`src/rtl/logic_gate_unit.sv`:
```
// rtl/logic_gate_unit.sv - registered N-operand bitwise logic stage with valid/ready handshake
// Optional feature macro: LOGIC_GATE_UNIT_REDUCE_EN (adds out_all_ones / out_zero flags)
module logic_gate_unit #(
    parameter int WIDTH  = 8,
    parameter int NUM_IN = 2   // legal range 2..8
) (
    input  logic                    clk,
    input  logic                    rst_n,
    input  logic                    in_valid,
    output logic                    in_ready,
    input  logic [2:0]              in_op,
    input  logic [NUM_IN*WIDTH-1:0] in_data,
    output logic                    out_valid,
    input  logic                    out_ready,
    output logic [WIDTH-1:0]        out_data,
`ifdef LOGIC_GATE_UNIT_REDUCE_EN
    output logic                    out_all_ones,
    output logic                    out_zero,
`endif
    output logic                    out_err
);

    localparam logic [2:0] OP_AND  = 3'd0;
    localparam logic [2:0] OP_OR   = 3'd1;
    localparam logic [2:0] OP_XOR  = 3'd2;
    localparam logic [2:0] OP_NAND = 3'd3;
    localparam logic [2:0] OP_NOR  = 3'd4;
    localparam logic [2:0] OP_XNOR = 3'd5;

    logic [WIDTH-1:0] and_r, or_r, xor_r;
    logic [WIDTH-1:0] result;
    logic             result_err;
    logic             accept;

    logic             valid_q, valid_d;
    logic [WIDTH-1:0] data_q, data_d;
    logic             err_q, err_d;

    // Reduce all operands per bit into the three base functions
    always_comb begin
        and_r = '1;
        or_r  = '0;
        xor_r = '0;
        for (int k = 0; k < NUM_IN; k++) begin
            and_r = and_r & in_data[k*WIDTH +: WIDTH];
            or_r  = or_r  | in_data[k*WIDTH +: WIDTH];
            xor_r = xor_r ^ in_data[k*WIDTH +: WIDTH];
        end
    end

    // Select the requested function; illegal codes give a zero result flagged as error
    always_comb begin
        result     = '0;
        result_err = 1'b0;
        case (in_op)
            OP_AND:  result = and_r;
            OP_OR:   result = or_r;
            OP_XOR:  result = xor_r;
            OP_NAND: result = ~and_r;
            OP_NOR:  result = ~or_r;
            OP_XNOR: result = ~xor_r;
            default: result_err = 1'b1;
        endcase
    end

    // Single-entry pipeline: accept whenever the slot is empty or draining this cycle
    assign in_ready = !valid_q || out_ready;
    assign accept   = in_valid && in_ready;

    // Next state of the result register; inputs are only looked at on accept
    always_comb begin
        valid_d = valid_q;
        data_d  = data_q;
        err_d   = err_q;
        if (accept) begin
            valid_d = 1'b1;
            data_d  = result;
            err_d   = result_err;
        end else if (out_ready) begin
            valid_d = 1'b0;
        end
    end

    // Result register with asynchronous clear
    always_ff @(posedge clk or negedge rst_n) begin
        if (!rst_n) begin
            valid_q <= 1'b0;
            data_q  <= '0;
            err_q   <= 1'b0;
        end else begin
            valid_q <= valid_d;
            data_q  <= data_d;
            err_q   <= err_d;
        end
    end

    assign out_valid = valid_q;
    assign out_data  = data_q;
    assign out_err   = err_q;

`ifdef LOGIC_GATE_UNIT_REDUCE_EN
    logic all_ones_q, all_ones_d;
    logic zero_q, zero_d;

    // Reduction flags follow the result register and are suppressed on error
    always_comb begin
        all_ones_d = all_ones_q;
        zero_d     = zero_q;
        if (accept) begin
            all_ones_d = !result_err && (&result);
            zero_d     = !result_err && !(|result);
        end
    end

    // Reduction flag registers with asynchronous clear
    always_ff @(posedge clk or negedge rst_n) begin
        if (!rst_n) begin
            all_ones_q <= 1'b0;
            zero_q     <= 1'b0;
        end else begin
            all_ones_q <= all_ones_d;
            zero_q     <= zero_d;
        end
    end

    assign out_all_ones = all_ones_q;
    assign out_zero     = zero_q;
`endif

endmodule

```
`config.mk`:
```
export PLATFORM = sky130hd
export DESIGN_NAME = logic_gate_unit
export DESIGN_NICKNAME = d
export VERILOG_FILES = /design/src/rtl/logic_gate_unit.sv
export SDC_FILE = /design/constraint.sdc
export NUM_CORES = 1
export LEC_CHECK = 0
export CORE_MARGIN = 3
export CORE_UTILIZATION = 46
export CTS_CLUSTER_SIZE = 40
export DETAILED_ROUTE_END_ITERATION = 10
export PLACE_DENSITY_LB_ADDON = 0.3
export RECOVER_POWER = 100
export SETUP_SLACK_MARGIN = 0.5
export SLEW_MARGIN = 25
export SYNTH_ARGS = -nofsm -noshare
export SYNTH_HDL_FRONTEND = slang
export SYNTH_SLANG_ARGS = --single-unit
export TNS_END_PERCENT = 1
```
`constraint.sdc`:
```
create_clock -name clk -period 1.36 [get_ports clk]
set_input_delay 0.34 -clock clk [delete_from_list [all_inputs] [get_ports clk]]
set_output_delay 0.34 -clock clk [all_outputs]
set_load 0.02 [all_outputs]
```
==> impl_metrics.csv <==
group,metric,value,unit
synth,ys.flop_type,"dfrtp_1",
final_layout,num-nets-final,226,
die,io_pins,34,
die,die_h,54.3,um
critical_path,crit_fanout,10,
global_routing,grt_pass1_wl,5.49,mm
die,coreArea,2080,um^2
synth,syn_inst,136,
critical_path,crit_chain,"clkdlybuf4s15_1, buf_6, buf_12, buf_12, mux2i_1, a21oi_2, a31oi_1",
global_routing,antenna_found_initial,0,
run,maxCapViolCount,0,
min_path,hold_class,"input port to flip-flop",
critical_path,worstSetupPathType,"input port to flip-flop",
synth,synth_edf_count,0,
clocking,clockRootBuffer,"clkbuf_4",
timing,whs,501,ps
final_layout,drive_gt1_frac,0.333,
global_routing,grt_util_all_layers,0.259,
synth,synth_cell_types,28,
route,detail_route.iter0.violations,43,
route,wl_per_cell,16.7,um
global_routing,grt_max_degree,13,
timing,hold_viol_final,0,
critical_path,cp_common_cell,"buf_12",
global_routing,first_global_vias,1201,
timing,slew_viol_final,0,
final_layout,final_util,0.841,
clocking,clk_pin_slew,80,ps
placement,dpl.hpwl,2.20,mm
timing,post-route-period-util,0.930,
synth,syn_nets,175,
timing,setup-tns-final,0,ps
die,start_util,0.516,
timing,slew_headroom,0.586,
clocking,cts_tree,"yes",
route,first_pass_iters,6,
synth,seq_area_frac_synth,0.233,
clocking,htree_num_levels,1,
clocking,numClockSinks,10,
final_layout,n_antenna_cell,0,
power,peakVddDrop,0.363,mV
critical_path,cp.required,1550,ps
placement,placed_area,1590,um^2
synth,syn_avg_cell_area,7.89,um^2
final_layout,layout_common_cells,"nor2_1 (17), dlygate4sd2_1 (17), clkbuf_1 (11)",
timing,max_freq,0.790,GHz
final_layout,syn_to_final_growth,63.2,%
synth,async_reset_ff_frac,1.00,
clocking,clock_latency,270,ps
synth,yosys_warnings,0,
route,route.vias.total,1210,
final_layout,postLayoutCellArea,1750,um^2
critical_path,worst_path_largest_cell_delay,300,ps
run_status,outcome,"complete, no violations",
critical_path,worstSetupEndpointType,"flip-flop",
route,drt-total-wl,3.55,mm
route,route.detailed.drc,0,
timing,clock-skew-final,3.56,ps
critical_path,arrival,1450,ps
clocking,numCtsBuffers,3,
die,die_area,2950,um^2
route,ant_nets,0,
route,vias_per_cell,5.68,
power,power_density,694,nW/um^2
placement,routabilityCongestion,0.815,
timing,setup_viol,0,
timing,grt_setup_unrepaired,"true",
global_routing,grt_overflow_total,0,
timing,worst_pin_slew,621,ps
placement,io_buffers,33,
power,leakage,0.797,nW
die,fp.dieW,54.3,um
die,num_rows,16,
synth,synth_area,1070,um^2
synth,synth-seq-cells,10,
critical_path,cp-start-kind,"input port",
clocking,clockBufferDepth,2,
clocking,hold_buffers,0,
critical_path,r2r_slack,150,ps
timing,min_period,1270,ps
critical_path,slowest_stage,"mux2i_1",
per-layer routing:
layer  track usage  share of wire  vias up
li1              -              -      569
met1         0.280           0.37      577
met2         0.484           0.55       52
met3        0.0436          0.053       12
met4         0.116          0.022        0
met5             0              0        -
synthesized netlist by cell type, drive strengths merged (3+ instances only):
| library cell | n | area (um^2) |
|---|---|---|
| nand2 | 9 | 33.8 |
| mux2i | 6 | 60.1 |
| a211oi | 4 | 30.0 |
| buf | 7 | 52.5 |
| nor2 | 18 | 67.6 |
| nand2b | 3 | 18.8 |
| inv | 20 | 75.1 |
| a211o | 5 | 43.8 |
| a31oi | 5 | 31.3 |
| ha | 16 | 200 |
| dfrtp | 10 | 250 |
| a21oi | 7 | 35.0 |
| o21ai | 7 | 35.0 |
metrics by stage:
step	std cells	power, mW	setup slack [ps]
floorplan	136	0.655	207
global placement	202	0.882	-484
detailed placement	202	0.909	-514
CTS	213	1.18	137
global route	213	1.29	24.0
finish	213	1.21	94.7
flip-flops by register name (all words and copies together), names as in the netlist:
register and count:
out_data 8, out_err 1, out_valid 1
worst paths after layout:
check                          start           to  cells after the start
max                         in_op[0]  out_data[6]                      7
min                         in_valid    out_valid                      2
max reg2reg                out_valid  out_data[3]                      5
min reg2reg                  out_err      out_err                      2
max in group asynchronous      rst_n    out_valid                      2
min in group asynchronous      rst_n  out_data[0]                      2
area by class of cell:
type	instances	area (um^2)
multi-input combinational	99	868
timing repair buffer	53	467
fill	135	330
sequential	10	251
inverter	20	95.1
clock buffer	4	36.3
tap	27	33.8
report_power, final:
part | switching, mW | internal, mW
logic | 0.307 | 0.260
registers | 0.0267 | 0.342
clock network | 0.116 | 0.163
total | 0.450 | 0.765
repair_timing:
action | CTS | global route
gates resized for setup | 103 | 7
setup buffers | 6 | 0
pin swaps | 21 | 0
endpoints found under the setup margin | 21 | 20
cloned | 1 | 0
worst max-delay path, delay by kind of cell:
family                 cells  cell delay (ps)
AOI/OAI and AO/OA          2              280
muxes                      1              300
buffers and inverters      4              520
kinds of logic after synthesis:
family	count (synthesis)	synth area share
AO/OA/AOI/OAI	36	0.225
multiplexers	6	0.0559
AND/OR/NAND/NOR	41	0.181
adder cells (fa/ha/maj)	16	0.186
buffers and inverters	27	0.119
flip-flops	10	0.233
(Power assumes the default switching activity.)
==> edit (config.mk and constraints unchanged) <==
`data_q` no longer has a reset.
--- a/src/rtl/logic_gate_unit.sv
+++ b/src/rtl/logic_gate_unit.sv
@@ -85,13 +85,15 @@
     always_ff @(posedge clk or negedge rst_n) begin
         if (!rst_n) begin
             valid_q <= 1'b0;
-            data_q  <= '0;
             err_q   <= 1'b0;
         end else begin
             valid_q <= valid_d;
-            data_q  <= data_d;
             err_q   <= err_d;
         end
+    end
+
+    always_ff @(posedge clk) begin
+        data_q <= data_d;
     end
 
     assign out_valid = valid_q;
Formal check against the unedited RTL: not equivalent (Yosys sat finds a counterexample within 4 cycles, from zero or initial values and one cycle with rst_n low).
==> edit against the original RTL <==
  * Wire length fell by 34%
  * Synthesized area decreased by 2.9%
  * Setup slack gained 0.012 ns
  * Clock skew is 0.0012 ns lower
  * Non-clock buffer count down 8
  * Total power is 19% lower
  * Final area is 14% lower
  * Sequential cell count stayed put
  * Largest power group unchanged
==> edit: results (changes against the original RTL) <==
outcome: "completed"  # unchanged
cpLargestDelayFamily: "flip-flops"  # was buffers and inverters
comb_power_share: 0.399  # was 0.467
grt_pass1_vias: 927  # was 1201
power.ir.vdd_worst_v: 0.0004998  # was 0.0003626 V
crit_fanout: 2  # was 10
grt_max_degree: 21  # was 13
cp.arrival_ns: 0.91  # was 1.45 ns
p_int_mw: 0.6569  # was 0.7653 mW
worstMarginPinSlew_ns: 0.2816  # was 0.6212 ns
clk_pin_slew_worst_paths_ns: 0.06  # was 0.08 ns
nFillCells: 157  # was 135
grt_use_total: 0.1796  # was 0.2588
vias_per_cell: 5.284  # was 5.681
synthArstFlopShare: 0.2000  # was 1.000
synth_edf_count: 8  # was 0
syn-num-nets: 168  # was 175
dp.final_hpwl_um: 1866  # was 2201 um
hold_path_class: "in -> async"  # was in -> reg
finClkSkew_ns: 0.002347  # was 0.003562 ns
synthDistinctLibCells: 22  # was 28
synth_area_leaders: "edfxtp_1, ha_1, a21oi_1, nor2_1, inv_1"  # was dfrtp_1, ha_1, inv_1, nor2_1, mux2i_1
pre_cts_slack_ns: -0.5242  # was -0.5137 ns
ys_seq_area_frac: 0.2785  # was 0.2331
p_leak_nw: 0.6453  # was 0.7971 nW
gp_congestion: 0.7395  # was 0.8152
drive_gt1_frac: 0.2647  # was 0.3333
startpoint_type: "flop"  # was input pin
first_pass_iters: 4  # was 6
grt_pass1_wl_um: 3829  # was 5485 um
routed_wl_um: 2359  # was 3548 um
max_stage_delay_ns: 0.39  # was 0.30 ns
first_iter_violations: 14  # was 43
yosys-top-cells-count: "nor2_1, a21oi_1, inv_1"  # was inv_1, nor2_1, ha_1
worst_path_max_delay_cell: "dfrtp_1"  # was mux2i_1
==> edit: path summary, 6_finish.rpt <==
check	to	slack, ns	depth (start not counted)
worst min-delay path	out_valid	0.30	1
min in group clk	out_err	0.54	2
worst min register to register	out_err	0.54	2
worst max register to register	out_data[3]	0.18	3
max in group asynchronous	out_err	0.94	1
worst max-delay path	in_ready	0.11	2
==> edit: cell families after synthesis <==
family | count (synthesis) | synth area share
simple gates | 36 | 0.1585
compound gates | 41 | 0.2437
flops | 10 | 0.2785
fa+ha+maj | 16 | 0.1921
buf+inv | 26 | 0.1272
==> edit: per-stage QoR <==
step | hold WS [ns] | cells | instance area, um^2 | total power [mW]
floorplan | 0.04441 | 129 | 1149 | 0.6301
global placement | 0.5114 | 191 | 1535 | 0.7914
detailed placement | 0.5166 | 191 | 1535 | 0.8092
CTS | 0.2287 | 195 | 1545 | 1.005
global route | 0.2945 | 197 | 1500 | 1.043
finish | 0.2964 | 197 | 1500 | 0.9834
==> edit: layer usage <==
layer	vias to the layer above	GRT usage	routed length [um]
met4	0	0.03404	15
li1	529	-	-
met1	465	0.2065	978
met5	-	0	0
met3	5	0.05540	216
met2	42	0.3265	1148
==> edit: timing repair <==
action | in CTS | in global routing
setup endpoints to repair | 29 | 28
resized for setup | 87 | 8
setup buffers | 0 | 2
pin swaps | 11 | 4
gates cloned | 0 | 0
==> edit: area by class of cell <==
type	count	area (um^2)	share of cell area
Inverter	18	90.09	0.06005
Multi-Input combinational cell	93	715.7	0.4771
Timing Repair Buffer	45	344.1	0.2294
Tap cell	27	33.78	0.02252
Clock buffer	4	26.28	0.01751
Sequential cell	10	290.3	0.1935
